$ cat config.mk
export PLATFORM = sky130hd
export DESIGN_NAME = imm_gen_pipe
export DESIGN_NICKNAME = d
export VERILOG_FILES = /design/src/rtl/imm_gen_pipe.sv
export SDC_FILE = /design/constraint.sdc
export NUM_CORES = 1
export LEC_CHECK = 0
export CORE_MARGIN = 1.5
export CORE_UTILIZATION = 54
export DETAILED_ROUTE_END_ITERATION = 16
export PLACE_DENSITY = 0.86
export SLEW_MARGIN = 0
export SYNTH_ARGS = -nofsm -noshare
export SYNTH_HDL_FRONTEND = slang
export SYNTH_SLANG_ARGS = --single-unit
$ cat constraint.sdc
create_clock -name clk -period 3.1 [get_ports clk]
set_input_delay 0.93 -clock clk [delete_from_list [all_inputs] [get_ports clk]]
set_output_delay 0.93 -clock clk [all_outputs]
set_load 0.005 [all_outputs]
$ cat src/rtl/imm_gen_pipe.sv
// Registered, flow-controlled immediate generator for the decode stage.
// Decodes {instr, imm_sel} into an XLEN-wide immediate, returns it one cycle
// after acceptance together with its tag, and uses a one-entry skid buffer so
// that in_ready never depends combinationally on out_ready.
module imm_gen_pipe #(
  parameter int unsigned XLEN  = 32,
  parameter int unsigned TAG_W = 32
) (
  input  logic             clk,
  input  logic             rst,
  input  logic             flush,
  input  logic             in_valid,
  output logic             in_ready,
  input  logic [31:0]      in_instr,
  input  logic [2:0]       in_imm_sel,
  input  logic [TAG_W-1:0] in_tag,
  output logic             out_valid,
  input  logic             out_ready,
  output logic [XLEN-1:0]  out_imm,
  output logic [TAG_W-1:0] out_tag,
  output logic             out_illegal
);

  if (XLEN != 32 && XLEN != 64) begin : g_bad_xlen
    $error("imm_gen_pipe: XLEN must be 32 or 64");
  end

  // Opcode bits never contribute to any immediate format.
  logic unused_opcode;
  assign unused_opcode = ^in_instr[6:0];

  logic [XLEN-1:0]  dec_imm;
  logic             dec_ill;

  logic             main_valid_q, main_valid_d;
  logic [XLEN-1:0]  main_imm_q,   main_imm_d;
  logic [TAG_W-1:0] main_tag_q,   main_tag_d;
  logic             main_ill_q,   main_ill_d;

  logic             skid_valid_q, skid_valid_d;
  logic [XLEN-1:0]  skid_imm_q,   skid_imm_d;
  logic [TAG_W-1:0] skid_tag_q,   skid_tag_d;
  logic             skid_ill_q,   skid_ill_d;

  logic             accept;
  logic             fire;

  // Immediate decode; signed casts replicate the format's top bit up to XLEN.
  always_comb begin
    dec_imm = '0;
    dec_ill = 1'b0;
    case (in_imm_sel)
      3'd0: dec_imm = XLEN'($signed(in_instr[31:20]));
      3'd1: dec_imm = (XLEN == 64) ? XLEN'(in_instr[25:20]) : XLEN'(in_instr[24:20]);
      3'd2: dec_imm = XLEN'($signed({in_instr[31:25], in_instr[11:7]}));
      3'd3: dec_imm = XLEN'($signed({in_instr[31], in_instr[7], in_instr[30:25],
                                     in_instr[11:8], 1'b0}));
      3'd4: dec_imm = XLEN'($signed({in_instr[31:12], 12'b0}));
      3'd5: dec_imm = XLEN'($signed({in_instr[31], in_instr[19:12], in_instr[20],
                                     in_instr[30:21], 1'b0}));
      3'd6: dec_imm = XLEN'(in_instr[19:15]);
      default: dec_ill = 1'b1;
    endcase
  end

  // in_ready comes only from the skid flop (and reset), never from out_ready.
  assign in_ready  = ~skid_valid_q & ~rst;
  assign accept    = in_valid & in_ready;
  assign out_valid = main_valid_q;
  assign fire      = main_valid_q & out_ready;

  // Next-state for main and skid entries in priority order: flush, skid
  // refill, direct load, skid load, drain.
  always_comb begin
    main_valid_d = main_valid_q;
    main_imm_d   = main_imm_q;
    main_tag_d   = main_tag_q;
    main_ill_d   = main_ill_q;
    skid_valid_d = skid_valid_q;
    skid_imm_d   = skid_imm_q;
    skid_tag_d   = skid_tag_q;
    skid_ill_d   = skid_ill_q;
    if (flush) begin
      main_valid_d = 1'b0;
      skid_valid_d = 1'b0;
    end else if (fire && skid_valid_q) begin
      main_valid_d = 1'b1;
      main_imm_d   = skid_imm_q;
      main_tag_d   = skid_tag_q;
      main_ill_d   = skid_ill_q;
      skid_valid_d = 1'b0;
    end else if (accept && (!main_valid_q || fire)) begin
      main_valid_d = 1'b1;
      main_imm_d   = dec_imm;
      main_tag_d   = in_tag;
      main_ill_d   = dec_ill;
    end else if (accept) begin
      skid_valid_d = 1'b1;
      skid_imm_d   = dec_imm;
      skid_tag_d   = in_tag;
      skid_ill_d   = dec_ill;
    end else if (fire) begin
      main_valid_d = 1'b0;
    end
  end

  // State registers with synchronous reset clearing valids and data.
  always_ff @(posedge clk) begin
    if (rst) begin
      main_valid_q <= 1'b0;
      main_imm_q   <= '0;
      main_tag_q   <= '0;
      main_ill_q   <= 1'b0;
      skid_valid_q <= 1'b0;
      skid_imm_q   <= '0;
      skid_tag_q   <= '0;
      skid_ill_q   <= 1'b0;
    end else begin
      main_valid_q <= main_valid_d;
      main_imm_q   <= main_imm_d;
      main_tag_q   <= main_tag_d;
      main_ill_q   <= main_ill_d;
      skid_valid_q <= skid_valid_d;
      skid_imm_q   <= skid_imm_d;
      skid_tag_q   <= skid_tag_d;
      skid_ill_q   <= skid_ill_d;
    end
  end

  assign out_imm     = main_imm_q;
  assign out_tag     = main_tag_q;
  assign out_illegal = main_ill_q;

endmodule
# ---- After elaboration in Yosys (flattened, before gate mapping)
# Cells that the tools add are included.
dict set report op_classes {
  n_reduce_logical 14
  n_bitwise 8
  muxes 12
  eq_ne 7
}
# operator count
set ops {}
lappend ops {{case mux 32 bit (7 select lines)} 1}
lappend ops {{two-way mux 32 bit} 4}
lappend ops {{== test 3 bit (second input constant)} 3}
lappend ops {{two-way mux 1 bit} 7}
lappend ops {{OR reduction 7 bit} 1}
lappend ops {{== test 3 x 2 -> 1 bit (second input constant)} 2}
lappend ops {{AND reduction 2 bit} 3}
lappend ops {{NOT 1 bit} 5}
lappend ops {{AND reduction 4 bit} 1}
lappend ops {{AND 1 bit} 3}
lappend ops {{== test 3 x 1 -> 1 bit (second input constant)} 1}
lappend ops {{zero test 3 bit} 1}
lappend ops {{!= test 3 x 1 -> 1 bit (second input constant)} 1}
lappend ops {{nonzero test 3 bit} 1}
lappend ops {{OR reduction 3 bit} 1}
lappend ops {{logical AND 1 bit} 2}
lappend ops {{nonzero test 2 bit} 1}
lappend ops {{OR reduction 2 bit} 1}
lappend ops {{zero test 1 bit} 1}
lappend ops {{logical OR 1 bit} 1}
dict set report totals {
  word_cells 49
  register_bits 132
  in_bits 72
}

# ---- Logic depth before layout (Yosys ltp)
# Gate-level depths: netlist of the first run.
dict set report logic_depth {
  word_depth 6
  depth_mapped 7
  depth_no_buf 4
}

# ---- Worst setup path after synthesis of the first run
# No wires, ideal clock.
dict set report synth_path {
  path_kind {input to output}
  from {in rst}
  to {out in_ready}
  cell_stages 4
  arrival_ns 1.696
  required_time_ns 2.170
  setup_slack_ns 0.474
  cell_sequence {buf_2 > clkbuf_1 > clkbuf_1 > nor2_1}
}
dict set report synth_between {
  elab_chain_cells 2
}
# item line_no
set synth_rtl {}
lappend synth_rtl {{start, declared} 10} ;# input logic rst,
lappend synth_rtl {{NOT 1 bit} 67} ;# assign in_ready = ~skid_valid_q & ~rst;
lappend synth_rtl {{AND 1 bit} 67}
lappend synth_rtl {{end, declared} 13} ;# output logic in_ready,
# Every way passes these cells.

# ---- Final worst setup path of the first run
# Ends and elaborated chain as after synthesis.

==> results of run 1 <==
-- logic make-up (layout without fill, tap and decap cells) --
group                     Yosys count  in the layout  synth area share
AOI/OAI and AO/OA                 140            140             0.172
xor gates and xnor gates            1              1           0.00150
buffers and inverters              83            193            0.0679
DFF                               132            132             0.451
muxes                              15             15            0.0256
and+or+nand+nor                   364            364             0.281
-- final timing paths --
path | startpoint | endpoint | slack, ns | depth (start not counted)
worst max-delay path | rst | in_ready | 0.39 | 3
worst min-delay path | skid_tag_q[28] | skid_tag_q[28] | 0.45 | 2
worst max register to register | skid_valid_q | skid_tag_q[18] | 1.13 | 5
worst min register to register | skid_tag_q[28] | skid_tag_q[28] | 0.45 | 2
-- flip-flops by register name, indices dropped and copies added, names as in the netlist --
name / cells
out_illegal: 1
out_tag: 32
skid_imm_q: 32
out_valid: 1
out_imm: 32
skid_tag_q: 32
skid_valid_q: 1
skid_ill_q: 1
-- where the power goes --
part | internal, mW | switching [mW] | total, mW
registers | 1.74 | 0.0256 | 1.77
logic | 0.224 | 0.209 | 0.433
clock network | 1.22 | 0.737 | 1.96
-- stage by stage --
step	worst slack [ns]	area (sq um)	std cells
after floorplan	0.474	5860	735
after global placement	0.153	7210	950
after detailed placement	0.105	7210	950
after CTS	0.382	7790	981
after global routing	0.359	7790	981
final	0.386	7790	981
-- tightest hold or removal path: cells and delay by family, from the launching register on --
kind / cells / cell delay, ns
AOI/OAI and AO/OA: 1 / 0.05
DFF: 1 / 0.31
and+or+nand+nor: 1 / 0.05
-- metal layers --
layer  vias up  global-route usage  wire [um]
li1       2777                   -          -
met1      2802               0.353       6610
met2       237               0.486       8220
met3        36              0.0638       1010
met4         0               0.130        445
met5         -                   0          0
-- cells in the mapped netlist, drive strengths merged --
cell type	n	area [sq um]
a211o	1	8.76
a211oi	23	173
a21oi	47	235
a311oi	34	298
and2	1	6.26
and3	1	6.26
and4b	1	10.0
buf	41	240
clkbuf	35	131
dfxtp	132	2640
inv	7	26.3
mux2i	15	150
nand2	140	526
nand2b	5	38.8
nand3	12	60.1
nand3b	25	188
nand4	2	12.5
nand4b	6	52.6
nor2	116	435
nor2b	3	18.8
nor3	48	260
nor4	2	12.5
nor4bb	1	10.0
o2111ai	2	17.5
o21ai	1	5.00
o221a	1	11.3
o221ai	5	43.8
o311ai	1	8.76
o31ai	8	60.1
o41ai	17	149
or4	1	11.3
xnor2	1	8.76
-- area by class of cell --
| type | instances | area share |
|---|---|---|
| multi-input combinational | 520 | 0.366 |
| sequential | 132 | 0.339 |
| timing repair buffer | 155 | 0.196 |
| clock buffer | 18 | 0.0536 |
| tap | 136 | 0.0218 |
| clock inverter | 13 | 0.0204 |
| inverter | 7 | 0.00337 |
==> flow_metrics.py, run 1 <==
metrics = {
    "run": {
        "cap_viol_max_count": 0,
    },
    "cells_and_area": {
        "layout-drive-gt1-share": 0.0793,
        "fillerInstances": 755,
        "nets": 905,
        "final_core_util": 0.748,
        "antennaDiodeCount": 0,
        "syn_to_final_growth_pct": 33.0,
        "multi_input_area_sq_mm": 0.00285,
        "final_cell_mix": "139 x nand2_1, 132 x dfxtp_1, 130 x clkdlybuf4s50_1",
        "final_common_cell": "nand2_1",
        "seq_area_sq_mm": 0.00264,
    },
    "place": {
        "hpwl_mm": 10.7,
        "io_buffer_count": 131,
        "gp_congestion": 0.826,
    },
    "timing": {
        "min_period_ns": 2.71,
        "hold_viol": 0,
        "timing.final.crit_share": 0.875,
        "slew_headroom": 0.253,
        "finClkSkew_ns": 0.00595,
        "slew_violations": 0,
        "fmax_mhz": 369,
        "fin_hold_ws_ns": 0.454,
        "rsz0062_at_grt": "false",
        "setup_violations": 0,
        "worst_pin_slew_ns": 1.12,
        "fin_setup_tns_ns": 0,
    },
    "routing": {
        "wl_per_cell_um": 16.6,
        "drt_iter0_markers": 410,
        "remaining_drc_errors": 0,
        "drtPass1Iterations": 5,
        "num_vias": 5852,
        "wl_mm": 16.3,
        "viasPerCell": 5.97,
        "ant_nets": 0,
    },
    "run_status": {
        "outcome": "finished, final reports clean",
    },
    "floorplan": {
        "dieArea_sq_mm": 0.0115,
        "die_x_um": 107,
        "start_util": 0.562,
        "coreArea_sq_mm": 0.0104,
        "ios": 139,
        "die_h_um": 107,
        "rows": 37,
    },
    "global_route": {
        "grt_start_max_net_pins": 77,
        "grt_pass1_wl_mm": 26.4,
        "grt_use_total": 0.289,
        "grt_pass1_vias": 5575,
        "antenna_found_initial": 0,
        "grt_overflow": 0,
    },
    "clock_tree": {
        "postCtsResizedCells": 0,
        "htreeDepth": 4,
        "cts_tree": "built",
        "cts_sinks": 132,
        "root_buffer": "clkbuf_8",
        "postCtsSetupBuffers": 0,
        "cts_buffers": 17,
        "cts_hold_buf": 0,
        "cts_max_path_buffers": 2,
        "clk_latency_ns": 0.52,
        "clk_pin_slew_worst_paths_ns": 0.06,
    },
    "logic_synthesis": {
        "synth_seq_cells": 132,
        "syn-cell-area_sq_mm": 0.00586,
        "synthCells": 735,
        "ys_types": 37,
        "synth_nets": 807,
        "yosysSeqAreaShare": 0.451,
        "avgSynthCellArea_sq_um": 7.97,
        "yosysWarnings": 0,
    },
    "worst_setup_path": {
        "crit_fanout": 28,
        "end_kind": "output port",
        "crit_required_ns": 2.17,
        "cp_slowest_cell": "clkdlybuf4s50_1",
        "crit_arrival_ns": 1.78,
        "worst_path_largest_cell_delay_ns": 0.52,
        "cp-start-kind": "input pin",
        "crit_chain": "buf_4 -> nor2_1 -> clkdlybuf4s50_1",
        "crit_type": "in -> out",
        "worstPathBufferInverterCount": 2,
        "crit_family": "buffers and inverters",
    },
    "power": {
        "ir_worst_vdd_v": 0.000337,
        "totalPowerFinal_mw": 4.16,
        "p_leak_nw": 2.78,
        "power.density_mw_per_mm2": 533,
    },
    "worst_hold_path": {
        "min_path_type": "reg -> reg",
    },
}
(Power assumes the default switching activity.)
==> run 2: changes to the inputs <==
- SLEW_MARGIN: 0 -> default
==> results of run 2 <==
Same layout as run 1: the final DEF is identical, and so are final timing and power.
